**src/rtl/cdb_arbiter_if.sv**
```systemverilog
// Bus bundle for the common data bus arbiter.
// The master side drives FU results, flush and rob_head.
// The slave side is the arbiter: it returns fu_ready, the CDB broadcast and pending.
interface cdb_arbiter_if #(
  parameter int FU_COUNT = 8,
  parameter int VAL_W    = 8,
  parameter int ROBID_W  = 4
);
  localparam int PEND_W = $clog2(FU_COUNT + 1);

  logic [FU_COUNT-1:0]               fu_valid;
  logic [FU_COUNT-1:0][VAL_W-1:0]    fu_val;
  logic [FU_COUNT-1:0][ROBID_W-1:0]  fu_robid;
  logic [FU_COUNT-1:0]               fu_ready;
  logic                              flush;
  logic [ROBID_W-1:0]                rob_head;
  logic [VAL_W-1:0]                  cdbval;
  logic [ROBID_W-1:0]                cdbid;
  logic                              cdbtransmit;
  logic [PEND_W-1:0]                 pending;

  modport master (
    output fu_valid, fu_val, fu_robid, flush, rob_head,
    input  fu_ready, cdbval, cdbid, cdbtransmit, pending
  );

  modport slave (
    input  fu_valid, fu_val, fu_robid, flush, rob_head,
    output fu_ready, cdbval, cdbid, cdbtransmit, pending
  );
endinterface

```
**src/rtl/cdb_arbiter.sv**
```systemverilog
// cdb_arbiter: shares one registered CDB broadcast among FU_COUNT functional units.
// Each FU has a one-entry holding buffer (EMPTY/FULL) with a valid/ready handshake.
// By default a round-robin pointer chooses the next full buffer.
// Define CDB_AGE_PRIORITY_EN to grant instead the buffer whose ROB tag is oldest
// relative to rob_head, with ties going to the lowest index.
module cdb_arbiter #(
  parameter int FU_COUNT = 8,
  parameter int VAL_W    = 8,
  parameter int ROBID_W  = 4
) (
  input  logic          clk,
  input  logic          rst,
  cdb_arbiter_if.slave  bus
);
  localparam int PTR_W  = $clog2(FU_COUNT);
  localparam int PEND_W = $clog2(FU_COUNT + 1);

  logic [FU_COUNT-1:0] full_reg, full_next;
  logic [FU_COUNT-1:0] grant, accept;
  logic [VAL_W-1:0]    val_reg   [FU_COUNT];
  logic [ROBID_W-1:0]  robid_reg [FU_COUNT];
  logic [PTR_W-1:0]    rr_ptr_reg, grant_idx;
  logic                grant_any;
  logic [VAL_W-1:0]    cdbval_reg;
  logic [ROBID_W-1:0]  cdbid_reg;
  logic                cdbtransmit_reg;
  logic [PEND_W-1:0]   pending_next;

  // Buffer state register: all buffers start empty.
  always_ff @(posedge clk) begin
    if (rst) full_reg <= '0;
    else     full_reg <= full_next;
  end

  // Buffer next state: a flush empties everything; otherwise fill on accept,
  // drain on grant, and a same-cycle refill keeps the buffer full.
  always_comb begin
    full_next = accept | (full_reg & ~grant);
    if (bus.flush) full_next = '0;
  end

`ifdef CDB_AGE_PRIORITY_EN
  // Grant selection: the smallest distance from rob_head is the oldest result.
  always_comb begin
    logic [ROBID_W-1:0] age;
    logic [ROBID_W-1:0] best_age;
    grant_any = 1'b0;
    grant_idx = '0;
    age       = '0;
    best_age  = '1;
    for (int i = 0; i < FU_COUNT; i++) begin
      age = robid_reg[i] - bus.rob_head;
      if (full_reg[i] && (!grant_any || age < best_age)) begin
        grant_any = 1'b1;
        grant_idx = PTR_W'(i);
        best_age  = age;
      end
    end
  end
`else
  logic unused_rob_head;
  assign unused_rob_head = ^bus.rob_head;

  // Grant selection: the first full buffer at or after rr_ptr, wrapping around.
  always_comb begin
    logic [PTR_W-1:0] idx;
    grant_any = 1'b0;
    grant_idx = '0;
    idx       = '0;
    for (int k = 0; k < FU_COUNT; k++) begin
      idx = PTR_W'((int'(rr_ptr_reg) + k) % FU_COUNT);
      if (!grant_any && full_reg[idx]) begin
        grant_any = 1'b1;
        grant_idx = idx;
      end
    end
  end
`endif

  // Handshake outputs: one-hot grant; a granted buffer can be refilled in the same cycle.
  always_comb begin
    grant = '0;
    if (grant_any) grant[grant_idx] = 1'b1;
    bus.fu_ready = ~full_reg | grant;
    accept       = bus.fu_valid & bus.fu_ready;
  end

  // Payload capture per buffer; contents only matter while the buffer is full.
  generate
    for (genvar gi = 0; gi < FU_COUNT; gi++) begin : g_buf
      always_ff @(posedge clk) begin
        if (accept[gi]) begin
          val_reg[gi]   <= bus.fu_val[gi];
          robid_reg[gi] <= bus.fu_robid[gi];
        end
      end
    end
  endgenerate

  // Registered CDB broadcast and round-robin pointer; idle cycles drive zeros
  // so OR-combined downstream buses stay clean. A flush suppresses the grant.
  always_ff @(posedge clk) begin
    if (rst) begin
      cdbval_reg      <= '0;
      cdbid_reg       <= '0;
      cdbtransmit_reg <= 1'b0;
      rr_ptr_reg      <= '0;
    end else if (bus.flush || !grant_any) begin
      cdbval_reg      <= '0;
      cdbid_reg       <= '0;
      cdbtransmit_reg <= 1'b0;
    end else begin
      cdbval_reg      <= val_reg[grant_idx];
      cdbid_reg       <= robid_reg[grant_idx];
      cdbtransmit_reg <= 1'b1;
      rr_ptr_reg      <= (grant_idx == PTR_W'(FU_COUNT - 1)) ? '0 : grant_idx + 1'b1;
    end
  end

  // Occupancy count taken from the buffer state registers.
  always_comb begin
    pending_next = '0;
    for (int i = 0; i < FU_COUNT; i++)
      pending_next = pending_next + {{(PEND_W-1){1'b0}}, full_reg[i]};
  end

  assign bus.cdbval      = cdbval_reg;
  assign bus.cdbid       = cdbid_reg;
  assign bus.cdbtransmit = cdbtransmit_reg;
  assign bus.pending     = pending_next;
endmodule

```
**src/flat_wrapper.sv**
```systemverilog
// flat-port wrapper written by rule: the top's interface ports become plain ports
module cdb_arbiter_flat 
#(
  parameter int FU_COUNT = 8,
  parameter int VAL_W    = 8,
  parameter int ROBID_W  = 4
)
  (clk, rst, bus_fu_valid, bus_fu_val, bus_fu_robid, bus_flush, bus_rob_head, bus_fu_ready, bus_cdbval, bus_cdbid, bus_cdbtransmit, bus_pending);
  cdb_arbiter_if #(.FU_COUNT(FU_COUNT), .VAL_W(VAL_W), .ROBID_W(ROBID_W)) bus_i ();
  input  logic clk;
  input  logic rst;
  input wire logic [$bits(bus_i.fu_valid)-1:0] bus_fu_valid;
  input wire logic [$bits(bus_i.fu_val)-1:0] bus_fu_val;
  input wire logic [$bits(bus_i.fu_robid)-1:0] bus_fu_robid;
  input wire logic [$bits(bus_i.flush)-1:0] bus_flush;
  input wire logic [$bits(bus_i.rob_head)-1:0] bus_rob_head;
  output wire logic [$bits(bus_i.fu_ready)-1:0] bus_fu_ready;
  output wire logic [$bits(bus_i.cdbval)-1:0] bus_cdbval;
  output wire logic [$bits(bus_i.cdbid)-1:0] bus_cdbid;
  output wire logic [$bits(bus_i.cdbtransmit)-1:0] bus_cdbtransmit;
  output wire logic [$bits(bus_i.pending)-1:0] bus_pending;
  assign bus_i.fu_valid = bus_fu_valid;
  assign bus_i.fu_val = bus_fu_val;
  assign bus_i.fu_robid = bus_fu_robid;
  assign bus_i.flush = bus_flush;
  assign bus_i.rob_head = bus_rob_head;
  assign bus_fu_ready = bus_i.fu_ready;
  assign bus_cdbval = bus_i.cdbval;
  assign bus_cdbid = bus_i.cdbid;
  assign bus_cdbtransmit = bus_i.cdbtransmit;
  assign bus_pending = bus_i.pending;
  cdb_arbiter #(.FU_COUNT(FU_COUNT), .VAL_W(VAL_W), .ROBID_W(ROBID_W)) u_core (.clk(clk), .rst(rst), .bus(bus_i));
endmodule
```
**config.mk**
```make
export PLATFORM = sky130hd
export DESIGN_NAME = cdb_arbiter_flat
export DESIGN_NICKNAME = d
export VERILOG_FILES = /design/src/rtl/cdb_arbiter_if.sv /design/src/rtl/cdb_arbiter.sv /design/src/flat_wrapper.sv
export SDC_FILE = /design/constraint.sdc
export NUM_CORES = 1
export LEC_CHECK = 0
export ABC_CLOCK_PERIOD_IN_PS = 8900
export BUFFER_PORTS_ARGS = -buffer_cell sky130_fd_sc_hd__buf_4
export CORE_MARGIN = 8
export CORE_UTILIZATION = 30
export CTS_CLUSTER_DIAMETER = 50
export DETAILED_ROUTE_END_ITERATION = 8
export PLACE_DENSITY = 0.55
export REMOVE_ABC_BUFFERS = 1
export SKIP_CTS_REPAIR_TIMING = 1
export SYNTH_ARGS = -nofsm -noshare
export SYNTH_HDL_FRONTEND = slang
export SYNTH_SLANG_ARGS = --single-unit
```
**constraint.sdc**
```tcl
create_clock -name clk -period 8.9 [get_ports clk]
set_clock_uncertainty 0.15 [all_clocks]
set_input_delay 0.445 -clock clk [delete_from_list [all_inputs] [get_ports clk]]
set_output_delay 0.445 -clock clk [all_outputs]
set_load 0.01 [all_outputs]
```
== Yosys cells after proc, flatten, opt, wreduce, memory -nomap -nowiden ==
Memory sizes are Yosys's and may differ from the RTL's. A register that Yosys moved wholly into a read port is not among the register bits.
Cells that the tools add are included.

* Add/subtract/negate cells: 15
* Magnitude comparators: 10
* Equal/unequal tests: 1
* Mux-type cells: 53
* Bitwise operators: 6
* Reduce and logical (&&, ||, !) cells: 19

{| class="wikitable"
|+ Operators by type and width
! kind !! number
|-
| $lt 3x4->1 const B || 9
|-
| $mux 1 || 34
|-
| $mux 3 || 9
|-
| $add 4x1->4 || 6
|-
| $bmux 1 s3 || 8
|-
| $and 8x8->8 || 2
|-
| $not 8->8 || 2
|-
| $or 8x8->8 || 2
|-
| $add 3x3->3 const B || 4
|-
| $logic_and 1x1->1 || 8
|-
| $logic_not 1->1 || 8
|-
| $mux 8 || 1
|-
| $add 3x1->3 const B || 2
|-
| $add 3x2->3 const B || 2
|-
| $reduce_or 2->1 || 2
|-
| $demux 1 s3 || 1
|-
| $eq 3x3->1 const B || 1
|-
| $ge 3x1->1 const B || 1
|-
| $add 1x1->2 || 1
|-
| $logic_or 1x1->1 || 1
|}

* Bits in registers: 12
* Memory bits (writable): 96
* Bits of input ports: 111
* Output and inout bits: 25
* Word-level logic and storage cells: 109
* Memories kept: 2

{| class="wikitable"
|+ Memories
! name !! words !! bits a word !! read ports !! clocked after memory_dff !! write ports !! line !! source
|-
| u_core.val_reg || 8 || 8 || 1 || 1 || 8 || cdb_arbiter.sv:20 || <nowiki>logic [VAL_W-1:0] val_reg [FU_COUNT];</nowiki>
|-
| u_core.robid_reg || 8 || 4 || 1 || 1 || 8 || cdb_arbiter.sv:21 || <nowiki>logic [ROBID_W-1:0] robid_reg [FU_COUNT];</nowiki>
|}

== Longest topological paths before layout ==
* Depth in word-level cells: 33
* Mapped depth: 20
* Mapped depth without buffers: 13

== Worst setup path after synthesis ==
Ideal clock, no wire load.

* Kind: register to register
* From: register u_core.rr_ptr_reg[0]
* To: memory u_core.robid_reg[2][0], enable pin
* Library setup time: 0.355 ns
* Arrival time: 4.667 ns
* Slack: 3.728 ns
* Cell stages (with the launch flop): 18
* Path buffers: 6
* Cell sequence: dfxtp_1 > buf_4 > buf_1 > clkbuf_1 > inv_1 > clkbuf_1 > clkbuf_1 > ha_1 > buf_2 > mux4_2 > mux2_2 > a2bb2oi_1 > nor3b_4 > a21boi_2 > nor2_2 > or3_4 > o21ai_2 > and2_1

{| class="wikitable"
|+ RTL lines
! what !! line !! source
|-
| start: declaration || cdb_arbiter.sv:22 || <nowiki>logic [PTR_W-1:0] rr_ptr_reg, grant_idx;</nowiki>
|-
| start signal: assignment || cdb_arbiter.sv:116 || <nowiki>rr_ptr_reg <= (grant_idx == PTR_W'(FU_COUNT - 1)) ? '0 : grant_idx + 1'b1;</nowiki>
|-
| end: declaration || cdb_arbiter.sv:21 ||
|}

==> summary.md <==
| Metric | Value |
|---|---|
| Max cap viols | 0 |
| Final weighted congestion in routability-driven placement | about 0.85 |
| Prevailing post-synth register cell | sky130_fd_sc_hd__edfxtp_1 |
| Post-route antenna net violation count | 0 |
| DRC violations left | 0 |
| Post-synthesis register bit count | 120 |
| Die span in y | 165.1 µm |
| Status | completed |
| Hold Crit Endpoint | u_core.val_reg[0][0] |
| Pre-CTS setup slack | 2.845 ns |
| Router iterations before antenna repair | 5 |
| Average vias per placed instance | 5.248 |
| Worst ir drop on vdd | 0.3882 mV |
| Number of different library cells in the post-synthesis netlist | 58 |
| Antenna fix cells | 0 |
| Required time of the worst setup path | 8.79 ns |
| Source-to-sink clock delay at the later pin of the worst-skew pair | 0.42 ns |
| CP startpoint kind | register |
| Layout net count | 860 |
| Final Max Slew Viols | 0 |
| Cell leakage power | 3.195 nW |
| Synthesis warning total | 0 |
| Worst reg-to-reg setup slack | 2.89 ns |
| Drt initial violations | 410 |
| Clock Path Buffers | 2 |
| Register-to-Register Path Depth | 13 |
| Effective utilization at floorplan | 0.3055 |
| Final core occ | 0.3863 |
| Portion of synthesized cell area occupied by the leading cell type | 0.4324 |
| Core region area | 21,820 µm² |
| First-pass GRT wire length | 31.40 mm |
| Worst Hold Path Cells | 1 |
| Proportion of register bits with asynchronous set or reset after synthesis | 0 |
| Count of final hold-check violations | 0 |
| Fraction of the cycle the final worst path needs | 0.6753 |
| Post-synthesis instance area | 6666 µm² |
| PnR worst setup slack | between 2 and 3 ns |
| Synthesized instance count | 633 |
| Fraction of layout instances using a drive strength above 1 | 0.2726 |
| Number of H-tree levels | 4 |
| Post-CTS clock slew at the launch and capture registers of the worst setup and hold paths | 0.06 ns |
| Basic-gate share of the synthesized area counting and, or, nand and nor cells | 0.1608 |
| Worst Setup Path Type | register to register |
| Worst EP arrival | 5.90 ns |
| Unrepaired setup endpoints after global routing | false |
| Global-route usage over all layers | 0.1546 |
| Count of flip-flops with a built-in enable after synthesis | 96 |
| TritonCTS buffer count | 17 |
| Vias in the first global route | 5,323 |
| Achievable Freq | 166.4 MHz |
| Power density over the cells | about 380 nW/µm² |
| Maximum fanout count along the critical path | 52 |
| TritonCTS Sinks | 120 |
| Vias after detailed routing | about 5,400 |
| Detail-routed net length per standard cell | 20.19 µm |
| Worst-margin pin slew | 1.030 ns |
| Placed Cells incl. Taps | 1,000 |
| Cell Count, Final, Fillers Out | 1,032 |
| Final period demand of the worst path | 6.010 ns |
| Worst slew margin relative to its limit | 0.3132 |
| Area of the die | 27,250 µm² |
| CTS tree | built |
| Critical path endpoint category | register |
| Top-count cell post-synth | sky130_fd_sc_hd__edfxtp_1 |
| Sequential share of the synthesized area | 0.5045 |
| Leading cell types by total area after synthesis | sky130_fd_sc_hd__edfxtp_1 (43%), sky130_fd_sc_hd__dfxtp_1 (7.2%), sky130_fd_sc_hd__nand2_1 (4.6%) |
| Estimated wirelength of the detail-placed design | 13.59 mm |
| Synthesized-area fraction occupied by adder cells | 0.02327 |
| Maximum number of pins on one net before global-route repair | 85 |
| Avg Cell Area, Syn | 10.53 µm² |
| Global-route congestion overflow total | 0 |
| Max reg flops | 64 |
| Share of synthesized area spent on multiplexers | 0.08164 |
| Final number of setup-violating endpoints | 0 |
| Share of the synthesized area in compound gates (AO/OA/AOI/OAI) | 0.1721 |
| Synth top cells by count | sky130_fd_sc_hd__edfxtp_1 (96), sky130_fd_sc_hd__nand2_1 (82), sky130_fd_sc_hd__nor2_1 (39), sky130_fd_sc_hd__a21oi_1 (37), sky130_fd_sc_hd__nand3_1 (30) |
| Relative area change from synthesis to final layout | 26.46% |
| Worst reg2reg path endpoint | u_core.val_reg[0][5] |
| Library cell with the largest summed area after synthesis | sky130_fd_sc_hd__edfxtp_1 |
| Worst flop-to-flop path startpoint | u_core.rr_ptr_reg[0] |
| Number of buffer cells added on primary ports | 131 |
| Initial antenna violation count | 0 |
| Number of ports placed on the die boundary | 136 |
| Clock tree root driver cell | sky130_fd_sc_hd__clkbuf_16 |
| Critical hold path startpoint | bus_fu_val[0] |
| Standard-cell rows | 54 |
| Drt total wl | 20.83 mm |
| Main combinational cell family by area after synthesis | compound AO/OA/AOI/OAI gates |
| Hold/Removal Path Class | input pin to register |
| Die width | 165.1 µm |
| Share of the synthesized netlist area taken by xor and xnor gates | 0.007695 |
-- area by class of cell --
type	instances	area, µm²
inverter	26	100.1
tap	280	350.3
clock inverter	14	155.1
fill	2130	13390
timing repair buffer	136	1021
clock buffer	18	439.2
sequential	120	3367
multi-input combinational	438	2998
-- where the power goes --
part | switching [W] | total [W] | internal, W
clock | 0.000259 | 0.000703 | 0.000444
sequential | 0.0000693 | 0.000758 | 0.000689
combinational | 0.00111 | 0.00175 | 0.000641
-- cell usage in the layout, fill, tap and decap left out, types with 20 or more instances in the layout --
| cell type | netlist | final |
|---|---|---|
| sky130_fd_sc_hd__dfxtp_1 | 24 | 23 |
| sky130_fd_sc_hd__a21oi_1 | 37 | 37 |
| sky130_fd_sc_hd__nand3_1 | 30 | 30 |
| sky130_fd_sc_hd__edfxtp_1 | 96 | 96 |
| sky130_fd_sc_hd__mux2i_1 | 24 | 24 |
| sky130_fd_sc_hd__nor3_1 | 25 | 25 |
| sky130_fd_sc_hd__nand2_1 | 82 | 82 |
| sky130_fd_sc_hd__nor2_1 | 39 | 38 |
| sky130_fd_sc_hd__buf_4 | 4 | 136 |
| sky130_fd_sc_hd__o2bb2ai_1 | 20 | 20 |
| sky130_fd_sc_hd__inv_1 | 25 | 25 |
| sky130_fd_sc_hd__a31oi_1 | 26 | 25 |
-- worst max-delay path, cell delays in order, from the launching register on --
cell and delay, ns:
sky130_fd_sc_hd__dfxtp_4 0.73, sky130_fd_sc_hd__inv_1 0.08, sky130_fd_sc_hd__buf_4 0.27, sky130_fd_sc_hd__ha_1 0.85, sky130_fd_sc_hd__mux4_2 0.58, sky130_fd_sc_hd__mux2_2 0.29
sky130_fd_sc_hd__a2bb2oi_1 0.23, sky130_fd_sc_hd__nor3b_4 0.37, sky130_fd_sc_hd__a21boi_2 0.28, sky130_fd_sc_hd__nor2_4 0.07, sky130_fd_sc_hd__buf_4 0.32, sky130_fd_sc_hd__or3_4 0.48
sky130_fd_sc_hd__o21ai_2 0.19, sky130_fd_sc_hd__and2_1 0.71
-- cell families (layout without fill, tap and decap cells) --
kind of cell,after synthesis,count (layout)
DFF,120,120
buffers and inverters,75,194
xor gates and xnor gates,5,5
muxes,40,40
adders and majority gates,10,10
and+or+nand+nor,225,225
AOI/OAI and AO/OA,158,158
-- per-stage QoR --
| stage | hold slack, ns | power, W | TNS, ns | area, µm² |
|---|---|---|---|---|
| after global routing | 0.02906 | 0.003447 | 0 | 8431 |
| after detailed placement | 0.4744 | 0.002528 | 0 | 7836 |
| after CTS | 0.03110 | 0.003243 | 0 | 8431 |
| after floorplan | 0.3674 | 0.002024 | -217.46 | 6434 |
| final | 0.05183 | 0.003213 | 0 | 8431 |
| after global placement | 0.4741 | 0.002516 | 0 | 7836 |
-- worst max path at each step --
stage,from,end,slack [ns],cells past startpoint
floorplan,u_core.rr_ptr_reg[0],u_core.robid_reg[2][0],-2.11,11
global placement,u_core.rr_ptr_reg[0],u_core.val_reg[2][7],2.83,13
detailed placement,u_core.rr_ptr_reg[0],u_core.val_reg[2][7],2.84,13
CTS,u_core.rr_ptr_reg[0],u_core.val_reg[2][0],2.82,13
global route,u_core.rr_ptr_reg[0],u_core.val_reg[0][5],2.58,13
finish,u_core.rr_ptr_reg[0],u_core.val_reg[0][5],2.89,13
-- layer usage --
metal  vias to the layer above  GRT usage  routed length (µm)
met5                         -          0                   0
met4                         0    0.04545                 249
li1                       2604          -                   -
met1                      2581     0.1978                9099
met3                        18    0.04065                1356
met2                       213     0.2521               10130
Power figures use the tool's default switching activity.
